## src/rtl/ula_muldiv_pkg.sv

```systemverilog
// Shared definitions for the iterative multiply/divide unit:
// op codes, FSM states and the iteration count.
package ula_muldiv_pkg;

  typedef enum logic [1:0] {
    MD_MULT  = 2'b00,
    MD_MULTU = 2'b01,
    MD_DIV   = 2'b10,
    MD_DIVU  = 2'b11
  } md_op_e;

  typedef enum logic [1:0] {
    MD_IDLE = 2'd0,
    MD_CALC = 2'd1,
    MD_FIX  = 2'd2
  } md_state_e;

  localparam int MD_ITER = 32;

  function automatic logic mdIsSigned(input md_op_e opCode);
    return (opCode == MD_MULT) || (opCode == MD_DIV);
  endfunction

  function automatic logic mdIsDiv(input md_op_e opCode);
    return (opCode == MD_DIV) || (opCode == MD_DIVU);
  endfunction

endpackage

```

## src/rtl/ula_muldiv_step.sv

```systemverilog
// One radix-2 iteration: shift-add multiply on {partial, multiplier}, or a
// restoring divide step on {remainder, dividend/quotient}.
module ula_muldiv_step
  import ula_muldiv_pkg::*;
#(
  parameter int WIDTH = 32
) (
  input  logic               i_isDiv,
  input  logic [2*WIDTH-1:0] i_acc,
  input  logic [WIDTH-1:0]   i_operand,
  output logic [2*WIDTH-1:0] o_acc
);

  logic [WIDTH:0]   w_mulSum;
  logic [WIDTH:0]   w_divShift;
  logic             w_divFits;
  logic [WIDTH-1:0] w_divRem;

  assign w_mulSum   = {1'b0, i_acc[2*WIDTH-1:WIDTH]} + {1'b0, i_operand};
  assign w_divShift = {i_acc[2*WIDTH-1:WIDTH], i_acc[WIDTH-1]};
  assign w_divFits  = (w_divShift >= {1'b0, i_operand});
  // The true difference is below the divisor, so modulo-WIDTH subtraction is exact.
  assign w_divRem   = w_divShift[WIDTH-1:0] - i_operand;

  always_comb begin
    o_acc = '0;
    if (i_isDiv) begin
      if (w_divFits) begin
        o_acc = {w_divRem, i_acc[WIDTH-2:0], 1'b1};
      end else begin
        o_acc = {w_divShift[WIDTH-1:0], i_acc[WIDTH-2:0], 1'b0};
      end
    end else begin
      if (i_acc[0]) begin
        o_acc = {w_mulSum, i_acc[WIDTH-1:1]};
      end else begin
        o_acc = {1'b0, i_acc[2*WIDTH-1:WIDTH], i_acc[WIDTH-1:1]};
      end
    end
  end

endmodule

```

## src/rtl/ula_muldiv.sv

```systemverilog
// Iterative MULT/MULTU/DIV/DIVU unit with architectural HI/LO registers.
// Signed ops run on magnitudes; signs are reapplied in the FIX state.
module ula_muldiv
  import ula_muldiv_pkg::*;
#(
  parameter int WIDTH = 32
) (
  input  logic             clk,
  input  logic             reset,
  input  logic             start,
  input  logic [1:0]       op,
  input  logic [WIDTH-1:0] in1,
  input  logic [WIDTH-1:0] in2,
  input  logic             wr_hi,
  input  logic             wr_lo,
  input  logic [WIDTH-1:0] wr_data,
  output logic [WIDTH-1:0] hi,
  output logic [WIDTH-1:0] lo,
  output logic             busy,
  output logic             done
);

  md_state_e          r_state;
  md_state_e          w_nextState;
  logic [5:0]         r_count;
  md_op_e             r_op;
  logic [WIDTH-1:0]   r_dividend;
  logic [WIDTH-1:0]   r_operand;
  logic [2*WIDTH-1:0] r_acc;
  logic               r_negRes;
  logic               r_negRem;
  logic               r_divZero;
  logic [WIDTH-1:0]   r_hi;
  logic [WIDTH-1:0]   r_lo;
  logic               r_busy;
  logic               r_done;

  md_op_e             w_opIn;
  logic               w_inSigned;
  logic               w_neg1;
  logic               w_neg2;
  logic [WIDTH-1:0]   w_mag1;
  logic [WIDTH-1:0]   w_mag2;
  logic               w_isDiv;
  logic [2*WIDTH-1:0] w_stepAcc;
  logic [2*WIDTH-1:0] w_prod;
  logic [WIDTH-1:0]   w_quot;
  logic [WIDTH-1:0]   w_rem;
  logic [WIDTH-1:0]   w_resHi;
  logic [WIDTH-1:0]   w_resLo;

  assign w_opIn     = md_op_e'(op);
  assign w_inSigned = mdIsSigned(w_opIn);
  assign w_neg1     = w_inSigned & in1[WIDTH-1];
  assign w_neg2     = w_inSigned & in2[WIDTH-1];
  assign w_mag1     = w_neg1 ? (-in1) : in1;
  assign w_mag2     = w_neg2 ? (-in2) : in2;
  assign w_isDiv    = mdIsDiv(r_op);

  ula_muldiv_step #(
    .WIDTH(WIDTH)
  ) u_step (
    .i_isDiv  (w_isDiv),
    .i_acc    (r_acc),
    .i_operand(r_operand),
    .o_acc    (w_stepAcc)
  );

  always_comb begin
    w_nextState = r_state;
    case (r_state)
      MD_IDLE: if (start) w_nextState = MD_CALC;
      MD_CALC: if (r_count == 6'(MD_ITER - 1)) w_nextState = MD_FIX;
      MD_FIX:  w_nextState = MD_IDLE;
      default: w_nextState = MD_IDLE;
    endcase
  end

  // Divide by zero bypasses the datapath result but still takes the full latency.
  assign w_prod = r_negRes ? (-r_acc) : r_acc;
  assign w_quot = r_acc[WIDTH-1:0];
  assign w_rem  = r_acc[2*WIDTH-1:WIDTH];

  always_comb begin
    w_resHi = w_prod[2*WIDTH-1:WIDTH];
    w_resLo = w_prod[WIDTH-1:0];
    if (w_isDiv) begin
      if (r_divZero) begin
        w_resHi = r_dividend;
        w_resLo = '1;
      end else begin
        w_resLo = r_negRes ? (-w_quot) : w_quot;
        w_resHi = r_negRem ? (-w_rem) : w_rem;
      end
    end
  end

  always_ff @(posedge clk) begin
    if (reset) begin
      r_state <= MD_IDLE;
    end else begin
      r_state <= w_nextState;
    end
  end

  always_ff @(posedge clk) begin
    if (reset) begin
      r_count    <= '0;
      r_op       <= MD_MULT;
      r_dividend <= '0;
      r_operand  <= '0;
      r_acc      <= '0;
      r_negRes   <= 1'b0;
      r_negRem   <= 1'b0;
      r_divZero  <= 1'b0;
      r_hi       <= '0;
      r_lo       <= '0;
      r_busy     <= 1'b0;
      r_done     <= 1'b0;
    end else begin
      r_busy <= (w_nextState != MD_IDLE);
      r_done <= (r_state == MD_FIX);
      case (r_state)
        MD_IDLE: begin
          if (start) begin
            r_count    <= '0;
            r_op       <= w_opIn;
            r_dividend <= in1;
            r_operand  <= w_mag2;
            r_acc      <= {{WIDTH{1'b0}}, w_mag1};
            r_negRes   <= w_neg1 ^ w_neg2;
            r_negRem   <= w_neg1;
            r_divZero  <= (in2 == '0);
          end else begin
            if (wr_hi) r_hi <= wr_data;
            if (wr_lo) r_lo <= wr_data;
          end
        end
        MD_CALC: begin
          r_acc   <= w_stepAcc;
          r_count <= r_count + 6'd1;
        end
        MD_FIX: begin
          r_hi <= w_resHi;
          r_lo <= w_resLo;
        end
        default: ;
      endcase
    end
  end

  assign hi   = r_hi;
  assign lo   = r_lo;
  assign busy = r_busy;
  assign done = r_done;

endmodule

```

## config.mk

```make
export PLATFORM = sky130hd
export DESIGN_NAME = ula_muldiv
export DESIGN_NICKNAME = d
export VERILOG_FILES = /design/src/rtl/ula_muldiv_pkg.sv /design/src/rtl/ula_muldiv_step.sv /design/src/rtl/ula_muldiv.sv
export SDC_FILE = /design/constraint.sdc
export NUM_CORES = 1
export LEC_CHECK = 0
export BUFFER_PORTS_ARGS = -buffer_cell sky130_fd_sc_hd__buf_2
export CORE_UTILIZATION = 25
export CTS_CLUSTER_SIZE = 8
export DETAILED_ROUTE_END_ITERATION = 12
export GPL_TIMING_DRIVEN = 0
export PLACE_DENSITY = 0.5
export SYNTH_ARGS = -nofsm -noshare
export SYNTH_HDL_FRONTEND = slang
export SYNTH_SLANG_ARGS = --single-unit
```

## constraint.sdc

```tcl
create_clock -name clk -period 5.5 [get_ports clk]
set_input_delay 0.55 -clock clk [delete_from_list [all_inputs] [get_ports clk]]
set_output_delay 0.55 -clock clk [all_outputs]
set_load 0.01 [all_outputs]
```

==> impl_metrics.ini, run 1 <==
[outcome]
status = complete, no violations

[layout]
diodes = 0
final_util_pct = 29.7
n_fill_cell = 7152
nets = 2579
areaGrowthSynthToFinish_pct = 16.5
drive_gt1_share_pct = 11.7

[critical_path]
r2r_setup_slack_ns = 0.69
rr_worst_depth = 12
crit_type = reg2reg
cp.required_ns = 5.94
endpoint_kind = register
arrival_ns = 5.25
cp_max_fo = 10
cp-start-kind = register
cp-startpoint = r_acc[0]$_SDFFE_PP0P_
rr_startpoint = r_acc[0]$_SDFFE_PP0P_
rr_endpoint = hi[30]$_SDFFE_PP0P_

[synthesis]
syn-instance-count = 2206
ys_seq_area_share_pct = 24.9
synth_nets = 2380
synth_top_area_share_pct = 24.9
syn_avg_cell_area_um2 = 7.50
synth-seq-cells = 206
ys_top_cells_by_count = nand2_1, dfxtp_1, a21oi_1
synth.cell_area_um2 = 16500
synth_edf_count = 0
yosysTopAreaCell = dfxtp_1
ys.flop_type = dfxtp_1
ys_warn_count = 0
async_reset_ff_share_pct = 0
yosysMostFrequentCell = nand2_1
ys_types = 91
yosys-top-cells-area = dfxtp_1, nand2_1, a21oi_1

[sta]
setup_viol_count_final = 0
final_max_slew_viol_count = 0
layout_min_cycle_time_ns = 4.81
hold_viol_final = 0
fmax_mhz = 208
worstMarginPinSlew_ns = 1.18
finClkSkew_ns = 0.0381
fin_crit_sh_pct = 87.5
final.setup.tns_ns = 0
relSlewSlack_pct = 21.5
rsz0062_at_grt = no

[detailed_routing]
final_antenna_net_count = 0
post_drt_via_cell_ratio = 5.53
firstDrtPassIters = 5
wl_per_cell_um = 23.7
drtIter0Drc = 1640
route.vias.total = 18046
drc = 0
routed_wl_um = 77200

[global_route]
grt_pass1_wl_um = 113000
use_met2_pct = 35.5
antenna_found_initial = 0
top_usage_layer = met2
use_met1_pct = 30.6
grt_max_degree = 17
global_route.usage.met3_pct = 2.79
grt_pass1_vias = 17188
track_usage_pct = 22.3
overflow = 0

[die]
die_area_um2 = 67200
rows = 93
ioPinCount = 169
die_y_um = 259
die-width_um = 259
core_um2 = 64900
start_util_pct = 25.5

[hold_path]
holdPathStages = 3
min_from = in1[29]
whs_endpoint = r_dividend[29]$_SDFFE_PP0P_
hold_class = in2reg

[power]
pwr-share-seq_pct = 34.7
leakage_uw = 0.00755
p_sw_uw = 1820
power.density_nw_per_um2 = 253
combinationalPowerShare_pct = 29.8
finalPower_uw = 4880
clockPowerShare_pct = 35.5
p_sw_share_pct = 37.3
p_int_uw = 3060
vdd_drop_max_mv = 0.250

[run]
maxCapViolations = 0

[clock_network]
cts_setup_buffers = 0
cts_tree = yes
cts_made_buffers = 30
hold_buffers = 0
clock-sinks = 206
ctsResizeCount = 0
cts_htree_levels = 1
clk_latency_ns = 0.61
cts_buffer_depth = 3
cts.clk_slew.worst_paths_ns = 0.06
cts_root_buf = clkbuf_16

[placed_design]
globalplace.congestion = 0.958
hpwl_um = 62200
port_buffers = 167
==> final cells by class <==
class                   instances  area [µm²]  share of cell area, %
clock inverters                 2        37.5                  0.195
inverters                      66         248                   1.29
plain buffers                 176         703                   3.65
well taps                     855        1070                   5.55
multi-input cells            1758       11500                   59.5
repair buffers                167         836                   4.34
clock buffers                  33         782                   4.06
flip-flops and latches        206        4120                   21.4
==> power groups by stage <==
stage	combinational [µW]	sequential (µW)	clock, µW
floorplan	925	1670	0
global placement	1410	1720	0
detailed placement	1420	1720	0
CTS	1430	1690	1740
global route	1570	1700	1800
finish	1460	1700	1730
==> per-layer routing <==
layer | part of all wire, % | vias to the layer above
met5 | 0 | -
met4 | 3.5 | 0
met3 | 6.7 | 148
met2 | 45 | 708
met1 | 45 | 8818
li1 | - | 8372
==> flip-flops by register name (all words and copies together), names as in the netlist <==
| name | count |
|---|---|
| r_negRes | 1 |
| r_operand | 32 |
| r_divZero | 1 |
| r_count | 6 |
| hi | 32 |
| done | 1 |
| busy | 1 |
| r_op | 1 |
| lo | 32 |
| r_state | 2 |
| r_dividend | 32 |
| r_negRem | 1 |
| r_acc | 64 |
==> worst max-delay path, stage by stage, from the launching register on <==
cell and delay (ns):
dfxtp_1 0.34, clkbuf_1 0.35, inv_1 0.48, clkbuf_1 0.77, ha_1 0.35, nand4b_1 0.24, nor4_1 0.66, nand3_2 0.34
o31ai_1 0.36, xor2_1 0.22, nor2_1 0.06, a211oi_1 0.36, a311oi_1 0.09
==> cells in the final DEF (no fill, tap or decap), types with 15 or more instances in the layout <==
cell type,instances
a21oi_1,190
nor2b_1,15
o31ai_1,33
clkbuf_16,30
nor2_1,137
nor4_1,17
xor2_1,103
nand3_1,35
a21o_1,27
a211oi_1,57
nor3_1,45
ha_1,69
o211ai_1,35
o21ai_0,156
xnor2_1,91
mux2i_1,71
o41ai_1,16
buf_2,179
clkbuf_1,142
or4_1,17
buf_1,18
or3_1,21
a221oi_1,37
dfxtp_1,206
mux2_2,26
nand2_1,322
inv_1,65
a31oi_1,32
==> worst max path at each step <==
stage	slack (ns)	end	depth (start not counted)
floorplan	2.54	r_acc[62]$_SDFFE_PP0P_	13
global placement	0.72	hi[30]$_SDFFE_PP0P_	12
detailed placement	0.74	hi[30]$_SDFFE_PP0P_	12
CTS	0.75	hi[30]$_SDFFE_PP0P_	12
global route	0.40	hi[30]$_SDFFE_PP0P_	12
finish	0.69	hi[30]$_SDFFE_PP0P_	12
==> kinds of logic (layout without fill, tap and decap cells) <==
group,count (synthesis),count (layout),share of synthesized area (%)
AO/OA/AOI/OAI,693,693,27.4
XOR/XNOR,194,194,10.3
adder cells (fa/ha/maj),71,71,5.46
buffers and inverters,242,444,5.75
flip-flops,206,206,24.9
multiplexers,97,97,6.06
AND/OR/NAND/NOR,703,703,20.2
==> per-stage QoR <==
| stage | setup slack (ns) | instance area [µm²] | hold slack (ns) | std cells |
|---|---|---|---|---|
| final | 0.688 | 19300 | 0.228 | 3263 |
| after global placement | 0.715 | 18500 | 0.447 | 3228 |
| after floorplan | 2.54 | 16500 | 0.433 | 2206 |
| after detailed placement | 0.743 | 18500 | 0.445 | 3228 |
| after CTS | 0.745 | 19300 | 0.221 | 3263 |
| after global routing | 0.403 | 19300 | 0.228 | 3263 |
(Power assumes the default switching activity.)
==> run 2, diff against run 1 <==
Settings changed: PLACE_DENSITY 0.5 to 0.52.
==> run 2 against run 1 <==
  * Total power down 0.40%
  * First-iteration DRC count grew 6.2%
  * Fmax fell by 1.9%
  * Final cell count about the same
  * Sequential power about the same
  * Setup slack lost 0.092 ns
  * Largest cell class unchanged
  * Largest power group unchanged
==> impl_metrics.ini, run 2 (synthesis gave the netlist of run 1 again) <==
[placed_design]
port_buffers = 167
hpwl_um = 58700
globalplace.congestion = 0.985
place_area_um2 = 18500

[clock_network]
cts_htree_levels = 1
cts_root_buf = clkbuf_16
clock-sinks = 206
hold_buffers = 0
cts_setup_buffers = 0
cts_made_buffers = 30
cts_buffer_depth = 3
cts.clk_slew.worst_paths_ns = 0.05
cts_tree = yes
clk_latency_ns = 0.59
ctsResizeCount = 0

[critical_path]
endpoint_kind = register
rr_worst_depth = 12
cp-start-kind = register
crit_type = reg2reg
cp.required_ns = 5.91
cp_max_fo = 10
arrival_ns = 5.32
rr_startpoint = r_acc[0]$_SDFFE_PP0P_
cp-startpoint = r_acc[0]$_SDFFE_PP0P_

[power]
finalPower_uw = 4860
combinationalPowerShare_pct = 29.3
p_sw_share_pct = 36.4
power.density_nw_per_um2 = 252
p_sw_uw = 1770
pwr-share-seq_pct = 35.0
p_int_uw = 3090
vdd_drop_max_mv = 0.241
leakage_uw = 0.00756
clockPowerShare_pct = 35.7

[die]
core_um2 = 64900
die-width_um = 259
die_area_um2 = 67200
die_y_um = 259
rows = 93
ioPinCount = 169
start_util_pct = 25.5

[hold_path]
hold_class = in2reg
min_from = op[1]
holdPathStages = 3

[detailed_routing]
drc = 0
route.vias.total = 17732
drtIter0Drc = 1742
final_antenna_net_count = 0
wl_per_cell_um = 22.6
firstDrtPassIters = 5
routed_wl_um = 73700
post_drt_via_cell_ratio = 5.43

[sta]
worstMarginPinSlew_ns = 1.10
hold_viol_final = 0
layout_min_cycle_time_ns = 4.90
fin_crit_sh_pct = 89.2
finClkSkew_ns = 0.0174
relSlewSlack_pct = 26.9
final.setup.tns_ns = 0
final_max_slew_viol_count = 0
fmax_mhz = 204
setup_viol_count_final = 0
rsz0062_at_grt = no

[layout]
nets = 2579
final_area_um2 = 19300
mostFrequentLayoutCells = nand2_1, dfxtp_1, a21oi_1, buf_2, o21ai_0
regMostFlops = r_acc
areaGrowthSynthToFinish_pct = 16.5
diodes = 0
n_fill_cell = 7223
final_util_pct = 29.7
layout_commonest_cell = nand2_1
largest_reg_flops = 64
drive_gt1_share_pct = 11.7

[global_route]
track_usage_pct = 21.3
antenna_found_initial = 3
overflow = 0
grt_pass1_vias = 16559
grt_pass1_wl_um = 109000
grt_max_degree = 15

[run]
maxCapViolations = 0

[outcome]
status = complete, no violations
-- run 2: cell types whose count changed in the layout (fill, tap and decap cells not counted) --
cell	change
clkbuf_16	+1
clkbuf_8	+1
clkinv_16	-1
clkinv_2	+1
clkinvlp_4	-1
-- run 2: routing by layer --
layer / part of all wire, % / track usage (%)
met3: 8.2 / 3.99
met5: 0.053 / 0
met1: 45 / 29.5
met2: 45 / 33.3
met4: 2.6 / 5.80
-- run 2: per-stage QoR --
step           hold slack, ns  cells  worst slack, ns
2_1_floorplan           0.433   2206             2.54
3_3_place_gp            0.447   3228            0.612
3_5_place_dp            0.462   3228            0.707
4_1_cts                 0.217   3264            0.679
5_1_grt                 0.252   3264            0.505
6_report                0.229   3264            0.596
-- run 2: cell type report --
cell class / count / area [µm²] / area share [%]
plain buffers: 176 / 703 / 3.65
clock buffers: 35 / 821 / 4.26
clock inverters: 1 / 5.00 / 0.0260
inverters: 66 / 248 / 1.28
multi-input cells: 1758 / 11500 / 59.5
flip-flops and latches: 206 / 4120 / 21.4
well taps: 855 / 1070 / 5.55
repair buffers: 167 / 836 / 4.34
-- run 2: worst paths after layout --
| path | slack (ns) | endpoint |
|---|---|---|
| max | 0.60 | hi[30]$_SDFFE_PP0P_ |
| min | 0.23 | r_op[1]$_SDFFE_PP0P_ |
| max reg2reg | 0.60 | hi[30]$_SDFFE_PP0P_ |
| min reg2reg | 0.47 | r_dividend[26]$_SDFFE_PP0P_ |
-- run 2: critical path, stage by stage, from the launching register on --
cell      delay [ns]
dfxtp_1         0.32
clkbuf_1        0.35
inv_1           0.50
clkbuf_1        0.87
ha_1            0.36
nand4b_1        0.24
nor4_1          0.63
nand3_2         0.33
o31ai_1         0.35
xor2_1          0.18
nor2_1          0.05
a211oi_1        0.46
a311oi_1        0.09
-- run 2: power groups by stage --
stage	clock network, µW	registers (µW)	logic (µW)
after detailed placement	0	1720	1390
after global routing	1810	1710	1540
after global placement	0	1720	1390
after CTS	1750	1690	1400
after floorplan	0	1670	925
final	1740	1700	1420
==> run 3, diff against run 2 <==
Settings changed: ABC_AREA set to 1, PLACE_DENSITY 0.52 to 0.53.
Clock period 5.5 ns to 4.3 ns, I/O delays scaled along.
==> run 3 against run 2 <==
  * Hold slack worse by 0.10 ns
  * Area after synthesis grew 16%
  * Combinational power increased by 87%
  * Global-route usage rose by 4.5 points
  * Final cell count rose by 43%
  * Clock skew is 0.0024 ns higher
  * Core utilization shrank 0.52 points
  * Largest power group is now combinational cells
  * Via count up 35%
==> impl_metrics.ini, run 3 <==
[critical_path]
cp_top_family = buffers and inverters
path_depth = 14
critPathCapture = hi[4]$_SDFFE_PP0P_
cp.required_ns = 4.85
rr_worst_depth = 14
crit_type = reg2reg
crit_chain = inv_2 > clkbuf_1 > clkbuf_1 > ha_1 > nand3_1 > nor2_2 > nand2_2 > nor2_1 > nand3_1 > nand3_1 > nand2_1 > o21ai_0 > a21oi_1 > nor2_1
crit_top_cell = nand3_1
cp_max_fo = 10
path_buf_inv = 3
rr_endpoint = hi[4]$_SDFFE_PP0P_
rr_startpoint = r_acc[0]$_SDFFE_PP0P_
cp-start-kind = register
cp-startpoint = r_acc[0]$_SDFFE_PP0P_
endpoint_kind = register
arrival_ns = 4.57
r2r_setup_slack_ns = 0.28
max_stage_delay_ns = 0.69
crit_path_top_delay_cell = clkbuf_1

[clock_network]
cts_made_buffers = 30
clock-sinks = 206
hold_buffers = 0
cts_htree_levels = 1
cts_root_buf = clkbuf_16
ctsResizeCount = 0
clk_latency_ns = 0.62
cts_buffer_depth = 3
cts_setup_buffers = 0
cts.clk_slew.worst_paths_ns = 0.06
cts_tree = yes

[global_route]
overflow = 0
track_usage_pct = 25.7
grt_max_degree = 17
grt_pass1_vias = 22099
grt_pass1_wl_um = 149000
antenna_found_initial = 4

[synthesis]
ys_types = 57
yosysTopAreaCell = dfxtp_1
syn-instance-count = 3428
synth.cell_area_um2 = 19200
yosysMostFrequentCell = nand2_1
async_reset_ff_share_pct = 0
ys_seq_area_share_pct = 21.5
synth-seq-cells = 206
syn_avg_cell_area_um2 = 5.60
synth_edf_count = 0
ys.flop_type = dfxtp_1
ys_top_cells_by_count = nand2_1, inv_1, nor2_1
ys_warn_count = 0
synth_top_area_share_pct = 21.5
synth_nets = 3602
yosys-top-cells-area = dfxtp_1, nand2_1, inv_1

[sta]
final_max_slew_viol_count = 0
fmax_mhz = 249
finClkSkew_ns = 0.0198
rsz0062_at_grt = no
relSlewSlack_pct = 5.74
final.setup.tns_ns = 0
hold_ws_ns = 0.125
hold_viol_final = 0
fin_ws_ns = 0.285
layout_min_cycle_time_ns = 4.02
worstMarginPinSlew_ns = 1.41
fin_crit_sh_pct = 93.4
setup_viol_count_final = 0

[placed_design]
post-place-cells = 4626
pre_cts_slack_ns = 0.477
hpwl_um = 84900
globalplace.congestion = 0.992
port_buffers = 168

[layout]
instances_no_fill = 4663
n_fill_cell = 8852
largest_reg_flops = 64
layout_commonest_cell = nand2_1
regMostFlops = r_acc
mostFrequentLayoutCells = nand2_1, inv_1, nor2_1, a21oi_1, o21ai_0
nets = 3802
areaGrowthSynthToFinish_pct = 15.4
drive_gt1_share_pct = 8.84

[die]
die-width_um = 279
rows = 101
die_y_um = 279
core_um2 = 75900
start_util_pct = 25.3
die_area_um2 = 77900
ioPinCount = 169

[detailed_routing]
routed_wl_um = 104000
wl_per_cell_um = 22.2
drtIter0Drc = 2428
firstDrtPassIters = 6
drc = 0
post_drt_via_cell_ratio = 5.15
final_antenna_net_count = 0
route.vias.total = 23992

[power]
finalPower_uw = 7190
power.density_nw_per_um2 = 325
leakage_uw = 0.0109
vdd_drop_max_mv = 0.301

[hold_path]
hold_class = in2reg

[outcome]
status = complete, no violations

[run]
maxCapViolations = 0
[run 3: changes by cell type after synthesis, moves of 111 or more]
cell / change
o21ai_0: +131
inv_1: +367
nor2_1: +172
nand3_1: +227
nand2_1: +721
a21oi_1: +111
[run 3: worst min path at each step]
stage                                 start                        end  slack [ns]  depth (start not counted)
global route                    wr_data[16]        lo[16]$_SDFFE_PP0P_        0.13                          3
finish                           wr_data[0]         lo[0]$_SDFFE_PP0P_        0.12                          3
detailed placement  r_count[5]$_SDFFE_PP0P_    r_count[5]$_SDFFE_PP0P_        0.46                          1
CTS                                  in2[0]  r_operand[0]$_SDFFE_PP0P_        0.11                          3
floorplan           r_count[5]$_SDFFE_PP0P_    r_count[5]$_SDFFE_PP0P_        0.44                          1
global placement    r_count[5]$_SDFFE_PP0P_    r_count[5]$_SDFFE_PP0P_        0.46                          1
[run 3: routing by layer]
metal | vias to the layer above | track usage [%] | part of all wire, % | wire length, µm
li1 | 11535 | - | - | -
met1 | 11135 | 35.2 | 44 | 45400
met2 | 1111 | 41.1 | 44 | 45700
met3 | 207 | 3.58 | 8.5 | 8790
met4 | 4 | 8.75 | 3.6 | 3780
met5 | - | 0 | 0.026 | 27
[run 3: cell type report]
type | count | area, µm² | area share (%)
clock inverters | 3 | 65.1 | 0.294
inverters | 453 | 1700 | 7.67
diodes | 1 | 2.50 | 0.0113
clock buffers | 33 | 762 | 3.44
flip-flops and latches | 206 | 4120 | 18.6
well taps | 1030 | 1290 | 5.82
repair buffers | 168 | 841 | 3.79
plain buffers | 146 | 612 | 2.76
multi-input cells | 2623 | 12800 | 57.6
[run 3: cell families after synthesis]
logic type,after synthesis,synth area share (%)
AOI/OAI and AO/OA,720,20.4
xor gates and xnor gates,49,2.24
adders and majority gates,71,4.70
buffers and inverters,599,12.0
DFF,206,21.5
and+or+nand+nor,1783,39.1
[run 3: power breakdown]
part	switching (µW)	total, µW	internal (µW)
clock	991	2280	1290
sequential	214	2260	2040
combinational	1900	2650	752
[run 3: worst reg2reg max path: cells and delay by family (launching register included)]
kind / cells / cell delay [ns]
buffers and inverters: 3 / 1.42
flip-flops: 1 / 0.33
AO/OA/AOI/OAI: 2 / 0.60
adder cells (fa/ha/maj): 1 / 0.39
AND/OR/NAND/NOR: 8 / 1.19
[run 3: stage by stage]
stage	instance area [µm²]	utilization, %
2_1_floorplan	19200	-
3_3_place_gp	21300	28.1
3_5_place_dp	21300	28.1
4_1_cts	22200	29.2
5_1_grt	22200	29.2
6_report	22200	29.2
